$ cat src/rtl/ppm_mod_if.sv
// Symbol input handshake and PPM pulse outputs of the ppm_mod 4-PPM transmitter.
interface ppm_mod_if;
    logic [1:0] din;
    logic       dinValid;
    logic       dinReady;
    logic       dout;
    logic       busy;
    logic       symDone;

    modport master (
        output din, dinValid,
        input  dinReady, dout, busy, symDone
    );

    modport slave (
        input  din, dinValid,
        output dinReady, dout, busy, symDone
    );
endinterface

$ cat src/rtl/ppm_mod.sv
// 4-PPM transmit modulator: each 2-bit symbol becomes four NDATA-cycle slots, one driven high.
// Build option PPM_MOD_GRAY_EN selects inverse-Gray symbol-to-slot mapping instead of binary.
module ppm_mod #(
    parameter int NDATA = 128
) (
    input  logic      clk,
    input  logic      rst,
    ppm_mod_if.slave  bus
);

    localparam int NDATA_LOG = (NDATA > 1) ? $clog2(NDATA) : 1;
    localparam logic [NDATA_LOG-1:0] LAST_SAMPLE = NDATA_LOG'(NDATA - 1);

    typedef enum logic {
        ST_IDLE = 1'b0,
        ST_SEND = 1'b1
    } state_t;

    state_t                r_state;
    state_t                w_state_nxt;
    logic [1:0]            r_buf_sym;
    logic                  r_buf_full;
    logic [1:0]            r_cur_slot;
    logic [NDATA_LOG-1:0]  r_sample_cnt;
    logic [1:0]            r_slot_cnt;
    logic                  w_load;
    logic                  w_accept;
    logic                  w_sym_end;

    function automatic logic [1:0] map_slot(input logic [1:0] sym);
`ifdef PPM_MOD_GRAY_EN
        // Inverse Gray: neighbouring slots carry codes one bit apart.
        return {sym[1], sym[1] ^ sym[0]};
`else
        return sym;
`endif
    endfunction

    assign w_accept  = bus.dinValid && !r_buf_full;
    assign w_sym_end = (r_state == ST_SEND) && (r_slot_cnt == 2'd3)
                       && (r_sample_cnt == LAST_SAMPLE);

    always_comb begin
        w_state_nxt = r_state;
        w_load      = 1'b0;
        case (r_state)
            ST_IDLE: begin
                if (r_buf_full) begin
                    w_load      = 1'b1;
                    w_state_nxt = ST_SEND;
                end
            end
            ST_SEND: begin
                // A buffered symbol chains straight in, so there is no gap cycle.
                if (w_sym_end) begin
                    if (r_buf_full) begin
                        w_load = 1'b1;
                    end else begin
                        w_state_nxt = ST_IDLE;
                    end
                end
            end
            default: w_state_nxt = ST_IDLE;
        endcase
    end

    always_ff @(posedge clk) begin
        if (rst) begin
            r_state      <= ST_IDLE;
            r_sample_cnt <= '0;
            r_slot_cnt   <= '0;
            r_buf_full   <= 1'b0;
            r_cur_slot   <= '0;
        end else begin
            r_state <= w_state_nxt;
            if (w_load) begin
                r_cur_slot   <= map_slot(r_buf_sym);
                r_buf_full   <= 1'b0;
                r_sample_cnt <= '0;
                r_slot_cnt   <= '0;
            end else begin
                if (r_state == ST_SEND) begin
                    if (r_sample_cnt == LAST_SAMPLE) begin
                        r_sample_cnt <= '0;
                        r_slot_cnt   <= r_slot_cnt + 2'd1;
                    end else begin
                        r_sample_cnt <= r_sample_cnt + NDATA_LOG'(1);
                    end
                end
                if (w_accept) begin
                    r_buf_full <= 1'b1;
                end
            end
        end
    end

    // Buffered symbol payload needs no reset; r_buf_full qualifies it.
    always_ff @(posedge clk) begin
        if (!rst && w_accept) begin
            r_buf_sym <= bus.din;
        end
    end

    assign bus.dout     = (r_state == ST_SEND) && (r_slot_cnt == r_cur_slot);
    assign bus.busy     = (r_state == ST_SEND);
    assign bus.symDone  = w_sym_end;
    assign bus.dinReady = !r_buf_full;

endmodule
$ cat src/flat_wrapper.sv
// flat-port wrapper written by rule: the top's interface ports become plain ports
module ppm_mod_flat 
#(
    parameter int NDATA = 128
)
  (clk, rst, bus_din, bus_dinValid, bus_dinReady, bus_dout, bus_busy, bus_symDone);
  ppm_mod_if bus_i ();
  input  logic clk;
  input  logic rst;
  input wire logic [$bits(bus_i.din)-1:0] bus_din;
  input wire logic [$bits(bus_i.dinValid)-1:0] bus_dinValid;
  output wire logic [$bits(bus_i.dinReady)-1:0] bus_dinReady;
  output wire logic [$bits(bus_i.dout)-1:0] bus_dout;
  output wire logic [$bits(bus_i.busy)-1:0] bus_busy;
  output wire logic [$bits(bus_i.symDone)-1:0] bus_symDone;
  assign bus_i.din = bus_din;
  assign bus_i.dinValid = bus_dinValid;
  assign bus_dinReady = bus_i.dinReady;
  assign bus_dout = bus_i.dout;
  assign bus_busy = bus_i.busy;
  assign bus_symDone = bus_i.symDone;
  ppm_mod #(.NDATA(NDATA)) u_core (.clk(clk), .rst(rst), .bus(bus_i));
endmodule
$ cat config.mk
export PLATFORM = sky130hd
export DESIGN_NAME = ppm_mod_flat
export DESIGN_NICKNAME = d
export VERILOG_FILES = /design/src/rtl/ppm_mod_if.sv /design/src/rtl/ppm_mod.sv /design/src/flat_wrapper.sv
export SDC_FILE = /design/constraint.sdc
export NUM_CORES = 1
export LEC_CHECK = 0
export ABC_AREA = 1
export ABC_CLOCK_PERIOD_IN_PS = 1600
export BUFFER_PORTS_ARGS = -buffer_cell sky130_fd_sc_hd__buf_2
export CORE_UTILIZATION = 53
export DETAILED_ROUTE_END_ITERATION = 8
export PLACE_DENSITY = 0.7
export SLEW_MARGIN = 20
export SYNTH_ARGS = -nofsm -noshare
export SYNTH_HDL_FRONTEND = slang
export SYNTH_SLANG_ARGS = --single-unit
$ cat constraint.sdc
create_clock -name clk -period 1.6 [get_ports clk]
set_clock_uncertainty 0.2 [all_clocks]
set_input_delay 0.32 -clock clk [delete_from_list [all_inputs] [get_ports clk]]
set_output_delay 0.32 -clock clk [all_outputs]
set_load 0.1 [all_outputs]
After elaboration in Yosys (flattened, before gate mapping)
Cells that the tools add are included.
{"block": "totals", "regBits": 15, "inputBits": 5, "output_inout_bits": 4, "wordCells": 27}
{"block": "op_classes", "n_addsub": 2, "eq_ne": 3, "n_mux": 6, "bitwise": 1, "reduce_logical": 9}
{"op": "adder 7 x 1 -> 7 bit, second input constant", "n": 1}
{"op": "== test 7 bit, second input constant", "n": 1}
{"op": "two-way mux 7 bit", "n": 1}
{"op": "logical AND 1 bit", "n": 5}
{"op": "one-hot mux 1 bit (2 select lines)", "n": 2}
{"op": "two-way mux 1 bit", "n": 3}
{"op": "adder 2 x 1 -> 2 bit, second input constant", "n": 1}
{"op": "== test 2 bit", "n": 1}
{"op": "== test 2 bit, second input constant", "n": 1}
{"op": "zero test 1 bit", "n": 2}
{"op": "AND reduction 2 bit", "n": 1}
{"op": "OR reduction 2 bit", "n": 1}
{"op": "inverter 1 bit", "n": 1}

Logic depth before layout (Yosys ltp)
{"block": "depth", "depth_word": 6, "mapped_depth": 8, "depth_no_buf": 8}

Worst setup path before layout
Ideal clock, no wire load.
{"block": "synth_path", "kind": "reg2out", "start": "reg u_core.r_state, in the netlist u_core.bus.busy", "end": "out bus_symDone", "t_arrival_ps": 3510, "t_required_ps": 1080, "slack_ps": -2430, "path_stages_with_launch": 5, "path_buffers": 0, "cell_sequence": "dfxtp_1 -> nand2_2 -> nor2_8 -> inv_2 -> nor3_1"}
{"block": "synth_via", "elab_chain_cells": 2}
{"item": "start: declaration", "line_no": "ppm_mod.sv:19", "rtl": "state_t r_state;"}
{"item": "start signal: assignment", "line_no": "ppm_mod.sv:75", "rtl": "r_state <= w_state_nxt;"}
{"item": "logical AND 1 bit", "line_no": "ppm_mod.sv:40", "rtl": "assign w_sym_end = (r_state == ST_SEND) && (r_slot_cnt == 2'd3)"}
{"item": "logical AND 1 bit", "line_no": "ppm_mod.sv:41", "rtl": "&& (r_sample_cnt == LAST_SAMPLE);"}
{"item": "end: declaration", "line_no": "flat_wrapper.sv:15", "rtl": "output wire logic [$bits(bus_i.symDone)-1:0] bus_symDone;"}
Every way passes these cells.

Final worst setup path
{"block": "layout_path", "start": "reg u_core.r_sample_cnt[1]", "end": "out bus_symDone"}
{"block": "layout_via", "elab_chain_cells": 2}
{"item": "start: declaration", "line_no": "ppm_mod.sv:24", "rtl": "logic [NDATA_LOG-1:0] r_sample_cnt;"}
{"item": "start signal: assignment", "line_no": "ppm_mod.sv:87", "rtl": "r_sample_cnt <= r_sample_cnt + NDATA_LOG'(1);"}
{"item": "== test 7 bit", "line_no": "ppm_mod.sv:41"}
{"item": "logical AND 1 bit", "line_no": "ppm_mod.sv:41"}
Every way passes these cells.

==> flow_summary.json <==
{
  "layout_common_cells": "nand2_1 (18), buf_4 (11), inv_1 (9), nor2_1 (9), a21oi_1 (9)",
  "critical_path_arrival_ns": 1.38,
  "crit_path_cell_trace": "ha_4 -> nand2_4 -> nor2_8 -> inv_2 -> nor3_4 -> buf_12",
  "initial_core_util_pct": 61.0,
  "area_growth_pct": 45.5,
  "die_x_um": 38.7,
  "critPathRequiredTime_ns": 1.08,
  "holdPathEnd": "u_core.r_buf_full",
  "syn_inst": 88,
  "critPathMaxStageDelay_ns": 0.36,
  "drt_iter0_markers": 26,
  "clkLatencyLatePin_ns": 0.28,
  "rrSetupSlack_ns": 0.09,
  "critPathKind": "register to output port",
  "io_buffers": 8,
  "gp_congestion": 0.718,
  "cts_sinks": 15,
  "relSlewSlack_pct": 78.1,
  "final_antenna_net_count": 0,
  "antenna_cells": 0,
  "ir_worst_vdd_v": 0.000670,
  "max_slew.worst_pin.slew_ns": 0.326,
  "fp.dieH_um": 38.7,
  "via_per_inst": 4.91,
  "htreeDepth": 1,
  "syn_area_um2": 714,
  "first_pass_iters": 4,
  "ff2ff_path_depth": 7,
  "hold_start": "bus_dinValid",
  "fin_crit_sh_pct": 118,
  "pin_count": 9,
  "root_buffer": "clkbuf_4",
  "wire_per_inst_um": 12.3,
  "min_period_ns": 1.90,
  "startpoint_type": "register",
  "grt_pass1_wl_mm": 2.45,
  "dp_hpwl_mm": 1.03,
  "num-fill-cells": 60,
  "drive_above_1_share_pct": 39.1,
  "synth_seq_cells": 15,
  "violations": "setup timing",
  "setup_violations": 2,
  "worst_setup_path_end_kind": "output port",
  "slew_viol_final": 0,
  "fin_nets": 123,
  "placed_cells": 117,
  "ctsLongestPathBuffers": 2,
  "vias": 633,
  "cts-buffers-inserted": 3,
  "cts_tree": "done",
  "core-area_mm2": 0.00117,
  "syn_avg_cell_area_um2": 8.12,
  "r2r-start": "u_core.r_sample_cnt[1]",
  "path_max_fanout": 2,
  "hold_depth": 3,
  "path_clk_slew_ns": 0.09,
  "setup_tns_ns": -0.437,
  "grtUsageTotal_pct": 25.8,
  "syn-num-nets": 95,
  "hp-class": "input port to register",
  "layout_commonest_cell": "nand2_1",
  "clock.fmax_mhz": 527,
  "drc_errors": 0,
  "crit_family": "flip-flops",
  "finalWorstSetupSlack_ns": -0.296,
  "p_leak_nw": 0.469,
  "status": "finished with violations",
  "grt_remaining_overflow": 0,
  "finalWirelength_mm": 1.59,
  "rsz0062_at_grt": "true",
  "ys_warn_count": 0,
  "hold_viol": 0,
  "yosysUniqueCellTypes": 19,
  "rows": 12,
  "antenna_found_initial": 0,
  "final_cells": 129,
  "power_density_mw_per_mm2": 764,
  "yosysSeqAreaShare_pct": 44.8,
  "r2r_end": "u_core.r_sample_cnt[4]",
  "critical-path-slowest-cell": "dfxtp_2",
  "fp.dieArea_mm2": 0.00150,
  "grt_pass1_vias": 570,
  "path_buf_inv": 2,
  "grt_max_degree": 11,
  "max-cap-violations": 0
}
==> through the flow <==
| step | power, mW | cell area, um^2 | util, % | hold WS, ns | worst slack [ns] |
|---|---|---|---|---|---|
| floorplan | 0.512 | 746 | - | 0.179 | -0.598 |
| global placement | 0.566 | 916 | 78.2 | 0.274 | -0.0760 |
| detailed placement | 0.567 | 916 | 78.2 | 0.271 | -0.101 |
| CTS | 0.790 | 1020 | 87.2 | 0.0830 | -0.286 |
| global route | 0.832 | 1040 | 88.8 | 0.103 | -0.347 |
| finish | 0.794 | 1040 | 88.8 | 0.0872 | -0.296 |
==> sequential cells by signal, indices dropped and copies added, names as in the netlist <==
signal,count
u_core.r_cur_slot,2
u_core.bus.busy,1
u_core.r_buf_full,1
u_core.r_slot_cnt,2
u_core.r_sample_cnt,7
u_core.r_buf_sym,2
==> worst min-delay path, delay by kind of cell <==
family                 cells  cell delay [ns]
buffers and inverters      2             0.15
AO/OA/AOI/OAI              1             0.06
==> layer usage <==
| metal | track usage, % | wire (um) | vias to the layer above |
|---|---|---|---|
| li1 | - | - | 335 |
| met1 | 29.9 | 723 | 280 |
| met2 | 42.5 | 805 | 16 |
| met3 | 6.94 | 56 | 2 |
| met4 | 13.8 | 8 | 0 |
| met5 | 0 | 0 | - |
==> final cells by class <==
class                   count  area [um^2]  area share (%)
clock inverters             1         5.00           0.481
flip-flops and latches     15          332            31.9
clock buffers               3         22.5            2.17
inverters                  11         43.8            4.21
multi-input cells          62          395            38.0
repair buffers             23          224            21.5
well taps                  14         17.5            1.68
==> cell families (layout without fill, tap and decap cells) <==
family	after synthesis	count (layout)	share of synthesized area [%]
XOR/XNOR	3	3	3.68
buffers and inverters	11	38	5.78
AO/OA/AOI/OAI	13	13	9.80
adder cells (fa/ha/maj)	2	2	3.50
flip-flops	15	15	44.8
AND/OR/NAND/NOR	44	44	32.4
==> power by group <==
group / switching (mW) / internal, mW
logic: 0.102 / 0.0662
clock network: 0.124 / 0.0929
registers: 0.0123 / 0.397
==> worst max path at each step <==
stage	startpoint	to	slack, ns	cells past startpoint
after CTS	u_core.r_sample_cnt[1]	bus_symDone	-0.29	6
final	u_core.r_sample_cnt[1]	bus_symDone	-0.30	6
after global placement	u_core.r_sample_cnt[0]	bus_symDone	-0.08	6
after global routing	u_core.r_sample_cnt[1]	bus_symDone	-0.35	6
after detailed placement	u_core.r_sample_cnt[0]	bus_symDone	-0.10	6
after floorplan	u_core.bus.busy	bus_symDone	-0.60	4
==> timing repair <==
action                                  CTS  global route
gates resized for setup                   7             5
setup buffers                             4             1
hold endpoints to repair                  3             0
endpoints found under the setup margin    2             2
hold buffers                              3             0
pin swaps                                 3             1
cloned                                    0             0
==> synthesized netlist by cell type <==
| cell | count | area share, % |
|---|---|---|
| nand2_1 | 18 | 9.5 |
| dfxtp_1 | 13 | 36 |
| inv_1 | 10 | 5.3 |
| nor2_1 | 10 | 5.3 |
| a21oi_1 | 9 | 6.3 |
| nand3_1 | 5 | 3.5 |
| nand2_2 | 3 | 2.6 |
| nor3_1 | 3 | 2.1 |
| xor2_1 | 3 | 3.7 |
| edfxtp_1 | 2 | 8.4 |
| ha_1 | 2 | 3.5 |
| nand3_4 | 2 | 4.9 |
| o21bai_1 | 2 | 2.1 |
| inv_2 | 1 | 0.52 |
| nor2_2 | 1 | 0.88 |
| nor2_8 | 1 | 2.8 |
| o21ai_0 | 1 | 0.70 |
| o21ai_1 | 1 | 0.70 |
| or2_2 | 1 | 0.88 |
Note: power is estimated with default switching activity, not from simulation.
